===== src/rtl/ht1080z_pkg.sv =====
// Shared types for the HT1080Z memory subsystem: arbiter FSM states,
// grant sources and the default cassette-image base offset.
package ht1080z_pkg;

  // Download files with a non-zero index are placed above this offset.
  localparam logic [24:0] CAS_BASE_DEF = 25'h0010000;

  typedef enum logic [1:0] {
    ST_IDLE  = 2'd0,
    ST_ISSUE = 2'd1,
    ST_WAIT  = 2'd2
  } arb_state_e;

  typedef enum logic [1:0] {
    GNT_DL  = 2'd0,
    GNT_VID = 2'd1,
    GNT_CPU = 2'd2
  } gnt_src_e;

endpackage


===== src/rtl/dl_fifo.sv =====
// Download write buffer: a small power-of-two FIFO of {addr,data} entries.
// A push while full is accepted only when a pop frees a slot in the same cycle.
module dl_fifo #(
  parameter int DEPTH = 4,
  parameter int W     = 33
) (
  input  logic         i_clk,
  input  logic         i_rst_n,
  input  logic         i_push,
  input  logic [W-1:0] i_wdata,
  input  logic         i_pop,
  output logic [W-1:0] o_rdata,
  output logic         o_full,
  output logic         o_empty
);

  localparam int AW = $clog2(DEPTH);
  localparam logic [AW:0] FULL_CNT = (AW + 1)'(DEPTH);

  logic [W-1:0]  r_mem [DEPTH];
  logic [AW-1:0] r_wr_ptr;
  logic [AW-1:0] r_rd_ptr;
  logic [AW:0]   r_count;
  logic          w_do_push;
  logic          w_do_pop;

  assign o_full    = (r_count == FULL_CNT);
  assign o_empty   = (r_count == '0);
  assign w_do_pop  = i_pop && !o_empty;
  assign w_do_push = i_push && (!o_full || w_do_pop);
  assign o_rdata   = r_mem[r_rd_ptr];

  // Entry storage.
  // NOTE: storage has no reset; validity is tracked by the pointers and count alone.
  always_ff @(posedge i_clk) begin
    if (w_do_push) r_mem[r_wr_ptr] <= i_wdata;
  end

  // Pointers and occupancy; a simultaneous push and pop leaves the count unchanged.
  // NOTE: sequential state uses non-blocking assignments so every flop samples pre-edge values.
  always_ff @(posedge i_clk or negedge i_rst_n) begin
    if (!i_rst_n) begin
      r_wr_ptr <= '0;
      r_rd_ptr <= '0;
      r_count  <= '0;
    end else begin
      if (w_do_push) r_wr_ptr <= r_wr_ptr + 1'b1;
      if (w_do_pop)  r_rd_ptr <= r_rd_ptr + 1'b1;
      case ({w_do_push, w_do_pop})
        2'b10:   r_count <= r_count + 1'b1;
        2'b01:   r_count <= r_count - 1'b1;
        default: r_count <= r_count;
      endcase
    end
  end

endmodule


===== src/rtl/dl_mem_arbiter.sv =====
// Single-port memory arbiter: download FIFO writes have absolute priority,
// video and CPU share the remaining bandwidth round-robin. One transaction
// at a time: IDLE (grant) -> ISSUE (mem_req) -> WAIT (until mem_ack).
module dl_mem_arbiter
  import ht1080z_pkg::*;
#(
  parameter int                ADDR_W     = 25,
  parameter int                FIFO_DEPTH = 4,
  parameter logic [ADDR_W-1:0] CAS_BASE   = ADDR_W'(CAS_BASE_DEF)
) (
  input  logic              clk_sys,
  input  logic              reset_n,
  input  logic              dn_go,
  input  logic              dn_wr,
  input  logic [13:0]       dn_addr,
  input  logic [7:0]        dn_idx,
  input  logic [7:0]        dn_data,
  input  logic              cpu_req,
  input  logic              cpu_we,
  input  logic [ADDR_W-1:0] cpu_addr,
  input  logic [7:0]        cpu_din,
  output logic              cpu_ack,
  output logic [7:0]        cpu_dout,
  input  logic              vid_req,
  input  logic [ADDR_W-1:0] vid_addr,
  output logic              vid_ack,
  output logic [7:0]        vid_dout,
  output logic              mem_req,
  output logic              mem_we,
  output logic [ADDR_W-1:0] mem_addr,
  output logic [7:0]        mem_din,
  input  logic              mem_ack,
  input  logic [7:0]        mem_dout,
  output logic              dl_done,
  output logic              dl_ovf
);

  localparam int PW = ADDR_W + 8;

  arb_state_e        r_state;
  arb_state_e        w_state_nxt;
  gnt_src_e          r_gnt;
  gnt_src_e          w_gnt_nxt;
  gnt_src_e          r_rr_last;
  logic              w_grant;

  logic [ADDR_W-1:0] w_dn_ext;
  logic [ADDR_W-1:0] w_map_addr;
  logic [PW-1:0]     w_fifo_rdata;
  logic              w_fifo_full;
  logic              w_fifo_empty;
  logic              w_fifo_pop;
  logic              w_done_ack;
  logic              w_serving_dl;
  logic              w_drop;

  logic [ADDR_W-1:0] w_sel_addr;
  logic [7:0]        w_sel_din;
  logic              w_sel_we;

  logic [ADDR_W-1:0] r_mem_addr;
  logic [7:0]        r_mem_din;
  logic              r_mem_we;
  logic              r_cpu_ack;
  logic              r_vid_ack;
  logic [7:0]        r_cpu_dout;
  logic [7:0]        r_vid_dout;
  logic              r_dn_go_q;
  logic              r_dl_ovf;
  logic              r_dl_pend;

  // Download address mapping: index 0 is loaded as-is, other files above CAS_BASE.
  assign w_dn_ext   = ADDR_W'(dn_addr);
  assign w_map_addr = (dn_idx == 8'd0) ? w_dn_ext : w_dn_ext + CAS_BASE;

  assign w_done_ack   = (r_state == ST_WAIT) && mem_ack;
  assign w_fifo_pop   = w_done_ack && (r_gnt == GNT_DL);
  assign w_serving_dl = (r_state != ST_IDLE) && (r_gnt == GNT_DL);
  assign w_drop       = dn_wr && w_fifo_full && !w_fifo_pop;

  dl_fifo #(
    .DEPTH (FIFO_DEPTH),
    .W     (PW)
  ) u_dl_fifo (
    .i_clk   (clk_sys),
    .i_rst_n (reset_n),
    .i_push  (dn_wr),
    .i_wdata ({w_map_addr, dn_data}),
    .i_pop   (w_fifo_pop),
    .o_rdata (w_fifo_rdata),
    .o_full  (w_fifo_full),
    .o_empty (w_fifo_empty)
  );

  // Next-state and grant selection; the grant is decided in IDLE only.
  // NOTE: every always_comb output gets a default first so no latch is inferred.
  always_comb begin
    w_state_nxt = r_state;
    w_gnt_nxt   = r_gnt;
    w_grant     = 1'b0;
    unique case (r_state)
      ST_IDLE: begin
        if (!w_fifo_empty) begin
          w_grant   = 1'b1;
          w_gnt_nxt = GNT_DL;
        end else if (vid_req && cpu_req) begin
          w_grant   = 1'b1;
          w_gnt_nxt = (r_rr_last == GNT_CPU) ? GNT_VID : GNT_CPU;
        end else if (vid_req) begin
          w_grant   = 1'b1;
          w_gnt_nxt = GNT_VID;
        end else if (cpu_req) begin
          w_grant   = 1'b1;
          w_gnt_nxt = GNT_CPU;
        end
        if (w_grant) w_state_nxt = ST_ISSUE;
      end
      ST_ISSUE: w_state_nxt = ST_WAIT;
      ST_WAIT:  if (mem_ack) w_state_nxt = ST_IDLE;
      default:  w_state_nxt = ST_IDLE;
    endcase
  end

  // Command fields for the source about to be granted.
  always_comb begin
    w_sel_addr = cpu_addr;
    w_sel_din  = cpu_din;
    w_sel_we   = cpu_we;
    unique case (w_gnt_nxt)
      GNT_DL: begin
        w_sel_addr = w_fifo_rdata[PW-1:8];
        w_sel_din  = w_fifo_rdata[7:0];
        w_sel_we   = 1'b1;
      end
      GNT_VID: begin
        w_sel_addr = vid_addr;
        w_sel_din  = 8'h00;
        w_sel_we   = 1'b0;
      end
      default: ;
    endcase
  end

  // FSM state, current grant and round-robin history (last CPU/video winner).
  always_ff @(posedge clk_sys or negedge reset_n) begin
    if (!reset_n) begin
      r_state   <= ST_IDLE;
      r_gnt     <= GNT_DL;
      r_rr_last <= GNT_CPU;
    end else begin
      r_state <= w_state_nxt;
      if (w_grant) begin
        r_gnt <= w_gnt_nxt;
        if (w_gnt_nxt != GNT_DL) r_rr_last <= w_gnt_nxt;
      end
    end
  end

  // Memory command registers: loaded at grant, held through ISSUE and WAIT.
  always_ff @(posedge clk_sys or negedge reset_n) begin
    if (!reset_n) begin
      r_mem_addr <= '0;
      r_mem_din  <= '0;
      r_mem_we   <= 1'b0;
    end else if (w_grant) begin
      r_mem_addr <= w_sel_addr;
      r_mem_din  <= w_sel_din;
      r_mem_we   <= w_sel_we;
    end
  end

  // Requester acks and read data, registered one cycle after mem_ack.
  always_ff @(posedge clk_sys or negedge reset_n) begin
    if (!reset_n) begin
      r_cpu_ack  <= 1'b0;
      r_vid_ack  <= 1'b0;
      r_cpu_dout <= '0;
      r_vid_dout <= '0;
    end else begin
      r_cpu_ack <= w_done_ack && (r_gnt == GNT_CPU);
      r_vid_ack <= w_done_ack && (r_gnt == GNT_VID);
      if (w_done_ack && (r_gnt == GNT_CPU)) r_cpu_dout <= mem_dout;
      if (w_done_ack && (r_gnt == GNT_VID)) r_vid_dout <= mem_dout;
    end
  end

  // Download status: sticky overflow cleared on a new download, and a pending
  // flag that arms dl_done once dn_go has been seen high.
  always_ff @(posedge clk_sys or negedge reset_n) begin
    if (!reset_n) begin
      r_dn_go_q <= 1'b0;
      r_dl_ovf  <= 1'b0;
      r_dl_pend <= 1'b0;
    end else begin
      r_dn_go_q <= dn_go;
      if (w_drop)                  r_dl_ovf <= 1'b1;
      else if (dn_go && !r_dn_go_q) r_dl_ovf <= 1'b0;
      if (dn_go)        r_dl_pend <= 1'b1;
      else if (dl_done) r_dl_pend <= 1'b0;
    end
  end

  assign dl_done  = r_dl_pend && !dn_go && w_fifo_empty && !w_serving_dl;
  assign dl_ovf   = r_dl_ovf;
  assign mem_req  = (r_state == ST_ISSUE);
  assign mem_we   = r_mem_we;
  assign mem_addr = r_mem_addr;
  assign mem_din  = r_mem_din;
  assign cpu_ack  = r_cpu_ack;
  assign cpu_dout = r_cpu_dout;
  assign vid_ack  = r_vid_ack;
  assign vid_dout = r_vid_dout;

endmodule


===== config.mk =====
export PLATFORM = sky130hd
export DESIGN_NAME = dl_mem_arbiter
export DESIGN_NICKNAME = d
export VERILOG_FILES = /design/src/rtl/ht1080z_pkg.sv /design/src/rtl/dl_fifo.sv /design/src/rtl/dl_mem_arbiter.sv
export SDC_FILE = /design/constraint.sdc
export NUM_CORES = 1
export LEC_CHECK = 0
export CAP_MARGIN = 5
export CORE_ASPECT_RATIO = 0.5
export CORE_MARGIN = 1
export CORE_UTILIZATION = 45
export CTS_BUF_LIST = sky130_fd_sc_hd__clkbuf_4
export CTS_CLUSTER_DIAMETER = 40
export CTS_CLUSTER_SIZE = 28
export DETAILED_ROUTE_END_ITERATION = 12
export HOLD_SLACK_MARGIN = 0.08
export MAX_ROUTING_LAYER = met4
export PLACE_DENSITY = 0.73
export SYNTH_ARGS = -nofsm -noshare
export SYNTH_HDL_FRONTEND = slang
export SYNTH_SLANG_ARGS = --single-unit

===== constraint.sdc =====
create_clock -name clk_sys -period 3.2 [get_ports clk_sys]
set_input_delay 0.64 -clock clk_sys [delete_from_list [all_inputs] [get_ports clk_sys]]
set_output_delay 0.64 -clock clk_sys [all_outputs]
set_load 0.01 [all_outputs]

==> run summary, run 1 <==
==================================================================================================
Result of the run                                                                        completed
# setup viols final                                                                              0
Required time at the endpoint of the critical path                                         2.56 ns
Residual antenna-violating net count after detailed routing                                      0
Clock Tree Buf Depth                                                                             2
Area share of fa/ha/maj cells after synthesis                                                1.03%
Clock tree root buffer cell                                                           sky130_fd_sc_hd__clkbuf_4
Leakage Power                                                                              3.29 nW
Vertical die dimension                                                                     88.8 um
Synthesized area per cell                                                                 15.6 um2
MaxCap Viol Count                                                                                0
CP Launch Type                                                                            register
First-pass GRT wire length                                                                23500 um
Area grow syn2layout                                                                         31.7%
Largest family of logic cells by synthesized area                                     compound AO/OA/AOI/OAI gates
Category of cells accounting for the largest share of critical-path delay             buffers and inverters
Unrepaired setup endpoints after global routing                                                 no
DR iter-0 viols                                                                                358
Horiz. Die Dim                                                                              176 um
Vias in the first global route                                                                4367
Async set-reset flop share out of synthesis                                                  42.5%
Number of warning messages in the yosys log                                                      0
Num rows                                                                                        31
Die Area                                                                                0.0156 mm2
Classification of the worst setup path                                                  reg -> out
Worst clock skew                                                                         0.0205 ns
CP max-delay cell                                                                     sky130_fd_sc_hd__clkdlybuf4s50_1
Fin. Hold Viols                                                                                  0
Syn Std Cell Area                                                                      0.00678 mm2
Cell taking the most area after synthesis                                             sky130_fd_sc_hd__edfxtp_1
Initial standard-cell utilization of the core                                                46.5%
Global-route congestion overflow total                                                           0
Total DRC errors in the routed layout                                                            0
CP endpoint kind                                                                        output pin
Core Region                                                                             0.0146 mm2
Sinks on the clock net                                                                         160
Ports                                                                                          159
Initial antenna violation count                                                                  1
Transition time at the pin with the least slew margin                                     0.864 ns
Number of standard cells after synthesis                                                       435
Post-Route Setup TNS                                                                          0 ns
Clock buffer count from CTS                                                                     17
Most instantiated flip-flop cell in the synthesis netlist                             sky130_fd_sc_hd__edfxtp_1
Global router's overall resource usage                                                       21.0%
Area fraction in compound gates after synthesis                                              12.2%
Placer's final routability congestion estimate                                               0.818
List of cells traversed by the critical path                                          nor3_2, buf_4, o21ai_0, nor3b_1, clkdlybuf4s50_1
Worst relative slew slack                                                                    42.4%
Simple-Gate Fraction of Synth Area                                                           6.48%
Post-CTS setup-driven buffer insertion count                                                     0
Area of all placed cells without fillers                                               0.00893 mm2
Wire length after detailed routing                                                        15400 um
Final cell utilization of the core                                                           61.2%
Share of the cycle needed by the critical path after routing                                 93.8%
Xor and xnor area share after synthesis                                                     0.646%
Post-route total power                                                                     7.77 mW
Total power divided by cell area                                                        870 mW/mm2
Peak supply drop                                                                        0.000378 V
Kind of path behind the tightest hold check                                            in -> async
Crit path max fanout                                                                             7
Seq cells post-synth                                                                           160
Share of Yosys cell area claimed by the top area cell type                                   40.7%
Deepest level of the CTS H-tree                                                                  4
Delay contributed by the slowest stage of the critical path                                0.59 ns
Placed inst area                                                                       0.00863 mm2
Average routed wire per standard cell                                                      18.9 um
Number of vias in the routed layout                                                           4476
Top cells by area, synth                                                              sky130_fd_sc_hd__edfxtp_1, sky130_fd_sc_hd__dfrtp_1, sky130_fd_sc_hd__mux4_2
Hpwl dp                                                                                   10800 um
Number of distinct library cells after synthesis                                                53
Total count of max-transition violations in the final report                                     0
Share of cell area taken by muxes after synthesis                                            10.6%
IO buf count                                                                                   158
Register area share after synthesis                                                          65.8%
CTS tree                                                                                       yes
Clock transition time at the flip-flop clock pins of the worst setup and hold paths        0.16 ns
Vias/cell                                                                                     5.49
EDFF count, synth                                                                               92
Clk_lat worst skew                                                                         0.54 ns
Detailed Routing Iterations Pass 1                                                               6
Fin crit period                                                                            3.00 ns
Most used standard cells in the synthesized netlist                                   sky130_fd_sc_hd__edfxtp_1, sky130_fd_sc_hd__dfrtp_1, sky130_fd_sc_hd__mux4_2, sky130_fd_sc_hd__o21ai_0, sky130_fd_sc_hd__nor3b_1
Count of filler cells inserted in the layout                                                  1135
Synthesized netlist net count                                                                  544
Maximum frequency from static timing analysis                                            0.333 GHz
Critical path arrival                                                                      2.36 ns
Final-stage net count                                                                          713
Most frequently used cell type in the post-synthesis netlist                          sky130_fd_sc_hd__edfxtp_1
Sum of buffers and inverters on the critical path                                                2
Layout cells sized above 1                                                                   17.0%
Pin count of the biggest net entering global routing                                            38
==================================================================================================
[power breakdown]
part	switching, mW	internal, mW
combinational	1.64	1.76
sequential	0.346	2.84
clock	0.825	0.364
total	2.81	4.96
[through the flow]
stage / instances / hold slack [ns] / worst slack (ns)
2_1_floorplan: 435 / 0.344 / 0.797
3_3_place_gp: 783 / 0.452 / 0.356
3_5_place_dp: 783 / 0.458 / 0.281
4_1_cts: 815 / 0.123 / 0.124
5_1_grt: 816 / 0.136 / 0.0152
6_report: 816 / 0.134 / 0.200
[sequential cells by signal, summed over array words and instances (netlist names)]
| register | cells |
|---|---|
| u_dl_fifo.r_mem | 92 |
| mem_addr | 25 |
| cpu_dout | 8 |
| mem_din | 8 |
| vid_dout | 8 |
| u_dl_fifo.r_count | 3 |
| r_gnt | 2 |
| r_rr_last | 2 |
| r_state | 2 |
| u_dl_fifo.r_rd_ptr | 2 |
| u_dl_fifo.r_wr_ptr | 2 |
| cpu_ack | 1 |
| dl_ovf | 1 |
| mem_we | 1 |
| r_dl_pend | 1 |
| r_dn_go_q | 1 |
| vid_ack | 1 |
[logic make-up (layout without fill, tap and decap cells)]
kind of cell               Yosys count  in the layout
adders and majority gates            5              5
muxes                               41             41
buffers and inverters               46            228
other                                0              1
and+or+nand+nor                     73             73
AOI/OAI and AO/OA                  105            105
DFF                                160            160
xor gates and xnor gates             5              5
[worst paths after layout]
check,start,to,slack [ns],depth (start not counted)
setup / recovery,u_dl_fifo.r_count[2],dl_done,0.20,5
hold / removal,reset_n,mem_addr[14],0.13,1
setup reg to reg,r_gnt[1],u_dl_fifo.r_count[1],0.65,8
hold reg to reg,r_dl_pend,r_dl_pend,0.49,1
max in group asynchronous,reset_n,r_rr_last[1],2.33,2
min in group clk_sys,r_dl_pend,r_dl_pend,0.49,1
[cell type report]
class                      count  area, um2  area share [%]
timing repair buffer         178       1750            19.6
clock inverter                15        168            1.88
clock buffer                  17        128            1.43
antenna                        1       2.50          0.0280
sequential                   160       4470            50.0
multi-input combinational    229       2100            23.5
tap                          198        248            2.77
inverter                      18       67.6           0.756
[placed cells by master (no fill, tap or decap), types with 5 or more instances in the layout]
| cell | count |
|---|---|
| sky130_fd_sc_hd__clkdlybuf4s50_1 | 157 |
| sky130_fd_sc_hd__edfxtp_1 | 92 |
| sky130_fd_sc_hd__dfrtp_1 | 66 |
| sky130_fd_sc_hd__mux4_2 | 23 |
| sky130_fd_sc_hd__o21ai_0 | 21 |
| sky130_fd_sc_hd__nor3b_1 | 20 |
| sky130_fd_sc_hd__o211ai_1 | 18 |
| sky130_fd_sc_hd__buf_4 | 18 |
| sky130_fd_sc_hd__inv_1 | 17 |
| sky130_fd_sc_hd__mux2_2 | 17 |
| sky130_fd_sc_hd__clkbuf_4 | 17 |
| sky130_fd_sc_hd__nor2_1 | 16 |
| sky130_fd_sc_hd__a2bb2oi_1 | 16 |
| sky130_fd_sc_hd__o22a_1 | 15 |
| sky130_fd_sc_hd__a222oi_1 | 9 |
| sky130_fd_sc_hd__nand2_1 | 8 |
| sky130_fd_sc_hd__a31oi_1 | 8 |
| sky130_fd_sc_hd__or2_2 | 5 |
| sky130_fd_sc_hd__inv_8 | 5 |
[metal layers]
metal  track usage [%]  vias up  part of all wire, %
met5                 -        -                    0
met4              6.56        0                  1.1
met3              4.17       14                  5.1
met2              33.5      160                   49
met1              27.4     2239                   45
li1                  -     2063                    -
[timing repair]
item	CTS	global route
setup endpoints to repair	0	1
endpoints found under the hold margin	0	0
hold buffers	0	0
resized for setup	0	1
No activity file was read; power rests on OpenSTA's default activity.
==> run 2, diff against run 1 <==
--- a/config.mk
+++ b/config.mk
@@ -11,11 +11,12 @@
 export CORE_UTILIZATION = 45
 export CTS_BUF_LIST = sky130_fd_sc_hd__clkbuf_4
 export CTS_CLUSTER_DIAMETER = 40
-export CTS_CLUSTER_SIZE = 28
+export CTS_CLUSTER_SIZE = 40
 export DETAILED_ROUTE_END_ITERATION = 12
 export HOLD_SLACK_MARGIN = 0.08
 export MAX_ROUTING_LAYER = met4
-export PLACE_DENSITY = 0.73
+export PLACE_DENSITY = 0.71
 export SYNTH_ARGS = -nofsm -noshare
 export SYNTH_HDL_FRONTEND = slang
+export SYNTH_HIERARCHICAL = 1
 export SYNTH_SLANG_ARGS = --single-unit
==> run 2 against run 1 <==
- the flow now finishes with violations (DRC)
- clock skew up 0.011 ns
- fmax up 9.0%
- power up 18%
- core utilization down 1.2 points
- synthesized area up 21%
- sequential cell count up 40
- setup slack better by 0.25 ns
- cell count up 20%
- register-to-register slack about the same
- first-iteration DRC count down 8.9%
- critical path type unchanged
==> run summary, run 2 <==
==================================================================================================
Vias/cell                                                                                     5.29   was 5.49
CP endpoint kind                                                                        output pin   unchanged
Number of warning messages in the yosys log                                                      6   was 0
Most frequently used cell type in the post-synthesis netlist                          sky130_fd_sc_hd__edfxtp_1   unchanged
Vias in the first global route                                                                5412   was 4367
Area of all sequential standard cells                                                  0.00567 mm2   was 0.00447 mm2
Unrepaired setup endpoints after global routing                                                 no   unchanged
Clock buffer count from CTS                                                                     17   unchanged
IO buf count                                                                                   158   unchanged
Pin count of the biggest net entering global routing                                            69   was 38
Clock Tree Buf Depth                                                                             2   unchanged
Hpwl dp                                                                                   11900 um   was 10800 um
Maximum frequency from static timing analysis                                            0.363 GHz   was 0.333 GHz
Worst relative slew slack                                                                    38.3%   was 42.4%
DR iter-0 viols                                                                                326   was 358
Detailed Routing Iterations Pass 1                                                               9   was 6
Transition time at the pin with the least slew margin                                     0.925 ns   was 0.864 ns
Critical path arrival                                                                      2.11 ns   was 2.36 ns
Average routed wire per standard cell                                                      18.5 um   was 18.9 um
EDFF count, synth                                                                              132   was 92
Seq cells post-synth                                                                           200   was 160
Required time at the endpoint of the critical path                                         2.56 ns   about the same
Crit path max fanout                                                                             6   was 7
Clock transition time at the flip-flop clock pins of the worst setup and hold paths        0.19 ns   was 0.16 ns
Fin. Hold Viols                                                                                  0   unchanged
Fin crit period                                                                            2.75 ns   was 3.00 ns
Horiz. Die Dim                                                                              193 um   was 176 um
Post-CTS setup-driven buffer insertion count                                                     0   unchanged
Initial standard-cell utilization of the core                                                46.5%   about the same
Count of filler cells inserted in the layout                                                  1385   was 1135
Sinks on the clock net                                                                         200   was 160
Async set-reset flop share out of synthesis                                                  34.0%   was 42.5%
Global router's overall resource usage                                                       21.1%   was 21.0%
Clk_lat worst skew                                                                         0.56 ns   was 0.54 ns
Share of Yosys cell area claimed by the top area cell type                                   48.4%   was 40.7%
Wire length after detailed routing                                                        18200 um   was 15400 um
Area grow syn2layout                                                                         29.0%   was 31.7%
Number of non-filler instances in the completed layout                                         981   was 816
Final-stage net count                                                                          842   was 713
Syn Std Cell Area                                                                      0.00820 mm2   was 0.00678 mm2
Most instantiated flip-flop cell in the synthesis netlist                             sky130_fd_sc_hd__edfxtp_1   unchanged
Peak supply drop                                                                        0.000351 V   was 0.000378 V
Layout cells sized above 1                                                                   14.2%   was 17.0%
Number of placed instances, taps included                                                      948   was 783
Classification of the worst setup path                                                  reg -> out   unchanged
Residual antenna-violating net count after detailed routing                                      0   unchanged
Total DRC errors in the routed layout                                                           18   was 0
Cell taking the most area after synthesis                                             sky130_fd_sc_hd__edfxtp_1   unchanged
Leakage Power                                                                              3.93 nW   was 3.29 nW
Post-Route Setup TNS                                                                          0 ns   unchanged
Area taken by multi-input logic gates                                                  0.00246 mm2   was 0.00210 mm2
# setup viols final                                                                              0   unchanged
Synthesized area per cell                                                                 15.4 um2   was 15.6 um2
Placer's final routability congestion estimate                                               0.765   was 0.818
Worst clock skew                                                                         0.0317 ns   was 0.0205 ns
Share of the cycle needed by the critical path after routing                                 86.0%   was 93.8%
Register area share after synthesis                                                          69.1%   was 65.8%
Most flops, register                                                                  u_dl_fifo/r_mem   was u_dl_fifo.r_mem
First-pass GRT wire length                                                                28900 um   was 23500 um
Failing checks                                                                                 DRC
Result of the run                                                                     finished, violations left   was completed
Top cells by area, synth                                                              sky130_fd_sc_hd__edfxtp_1, sky130_fd_sc_hd__dfrtp_1, sky130_fd_sc_hd__mux4_2   unchanged
Number of distinct library cells after synthesis                                                56   was 53
Most used standard cells in the synthesized netlist                                   sky130_fd_sc_hd__edfxtp_1, sky130_fd_sc_hd__dfrtp_1, sky130_fd_sc_hd__a21oi_1, sky130_fd_sc_hd__nor2_1, sky130_fd_sc_hd__nand3_1   was sky130_fd_sc_hd__edfxtp_1, sky130_fd_sc_hd__dfrtp_1, sky130_fd_sc_hd__mux4_2, sky130_fd_sc_hd__o21ai_0, sky130_fd_sc_hd__nor3b_1
Die Area                                                                                0.0188 mm2   was 0.0156 mm2
Total count of max-transition violations in the final report                                     0   unchanged
CP Launch Type                                                                            register   unchanged
Core Region                                                                             0.0176 mm2   was 0.0146 mm2
Number of vias in the routed layout                                                           5194   was 4476
Final cell utilization of the core                                                           60.1%   was 61.2%
Total power divided by cell area                                                        866 mW/mm2   was 870 mW/mm2
Num rows                                                                                        34   was 31
Initial antenna violation count                                                                  1   unchanged
Kind of path behind the tightest hold check                                            in -> async   unchanged
MaxCap Viol Count                                                                                0   unchanged
Most frequent cells in the layout                                                     sky130_fd_sc_hd__clkdlybuf4s50_1, sky130_fd_sc_hd__edfxtp_1, sky130_fd_sc_hd__dfrtp_1, sky130_fd_sc_hd__a21oi_1, sky130_fd_sc_hd__conb_1   was sky130_fd_sc_hd__clkdlybuf4s50_1, sky130_fd_sc_hd__edfxtp_1, sky130_fd_sc_hd__dfrtp_1, sky130_fd_sc_hd__mux4_2, sky130_fd_sc_hd__o21ai_0
Vertical die dimension                                                                     97.4 um   was 88.8 um
Global-route congestion overflow total                                                           0   unchanged
CTS tree                                                                                       yes   unchanged
Flip-flop count of the largest register after layout                                           132   was 92
Commonest non-fill, non-tap cell in the layout                                        sky130_fd_sc_hd__clkdlybuf4s50_1   unchanged
Deepest level of the CTS H-tree                                                                  4   unchanged
Ports                                                                                          159   unchanged
Number of standard cells after synthesis                                                       532   was 435
Clock tree root buffer cell                                                           sky130_fd_sc_hd__clkbuf_4   unchanged
==================================================================================================
==> run 2: power breakdown <==
part | internal (mW) | switching (mW)
sequential | 3.54 | 0.389
clock | 0.436 | 0.911
combinational | 1.92 | 1.96
==> run 2: through the flow <==
step	worst slack [ns]	area, um2	hold slack (ns)	power, mW
detailed placement	0.300	10300	0.474	7.91
CTS	0.000925	10600	0.185	9.27
floorplan	0.908	8340	0.344	6.28
global placement	0.367	10300	0.467	7.80
global route	0.300	10600	0.212	9.73
finish	0.447	10600	0.200	9.16
==> run 2: metal layers <==
| metal | wire (um) | track usage (%) | up-vias | share of wire [%] |
|---|---|---|---|---|
| met3 | 1030 | 3.86 | 12 | 5.7 |
| met5 | 0 | - | - | 0 |
| li1 | - | - | 2390 | - |
| met2 | 9060 | 34.0 | 170 | 50 |
| met4 | 104 | 4.48 | 0 | 0.57 |
| met1 | 7970 | 28.1 | 2622 | 44 |
==> run 2: what timing repair did <==
action	CTS	global route
hold buffers	0	0
endpoints found under the setup margin	1	1
gates resized for setup	1	2
endpoints found under the hold margin	0	0
==> run 2: worst paths after layout <==
| path | from | end | slack (ns) | cells past startpoint |
|---|---|---|---|---|
| setup / recovery | u_dl_fifo/r_count[0] | dl_done | 0.45 | 5 |
| hold / removal | reset_n | mem_din[6] | 0.20 | 1 |
| setup reg to reg | u_dl_fifo/r_count[0] | mem_addr[22] | 0.64 | 7 |
| hold reg to reg | vid_dout[4] | vid_dout[4] | 0.50 | 1 |
| max in group asynchronous | reset_n | u_dl_fifo/r_count[0] | 2.35 | 1 |
| min in group clk_sys | vid_dout[4] | vid_dout[4] | 0.50 | 1 |
==> run 2: final cells by class <==
class | instances | share of cell area (%)
diodes | 1 | 0.0237
clock buffers | 18 | 1.28
clock inverters | 14 | 1.54
inverters | 13 | 0.473
multi-input cells | 327 | 23.3
flip-flops and latches | 200 | 53.6
well taps | 234 | 2.77
repair buffers | 174 | 17.0
==> run 2: kinds of logic after synthesis <==
family | share of synthesized area, %
buffers and inverters | 2.75
AND/OR/NAND/NOR | 7.83
XOR/XNOR | 0.534
multiplexers | 11.7
other | 0.0458
AO/OA/AOI/OAI | 7.14
flip-flops | 69.1
adder cells (fa/ha/maj) | 0.855
==> run 2: critical path: stages (launching register included) <==
cell and delay, ns:
sky130_fd_sc_hd__dfrtp_2 0.47, sky130_fd_sc_hd__or3_2 0.54, sky130_fd_sc_hd__inv_1 0.16, sky130_fd_sc_hd__nand2_1 0.08, sky130_fd_sc_hd__nor3_2 0.14, sky130_fd_sc_hd__dlymetal6s2s_1 0.19
==> run 3, diff against run 2 <==
--- a/config.mk
+++ b/config.mk
@@ -7,7 +7,6 @@
 export LEC_CHECK = 0
 export CAP_MARGIN = 5
 export CORE_ASPECT_RATIO = 0.5
-export CORE_MARGIN = 1
 export CORE_UTILIZATION = 45
 export CTS_BUF_LIST = sky130_fd_sc_hd__clkbuf_4
 export CTS_CLUSTER_DIAMETER = 40
==> results of run 3 <==
Same layout as run 2: the final DEF is identical, and so are final timing and power.
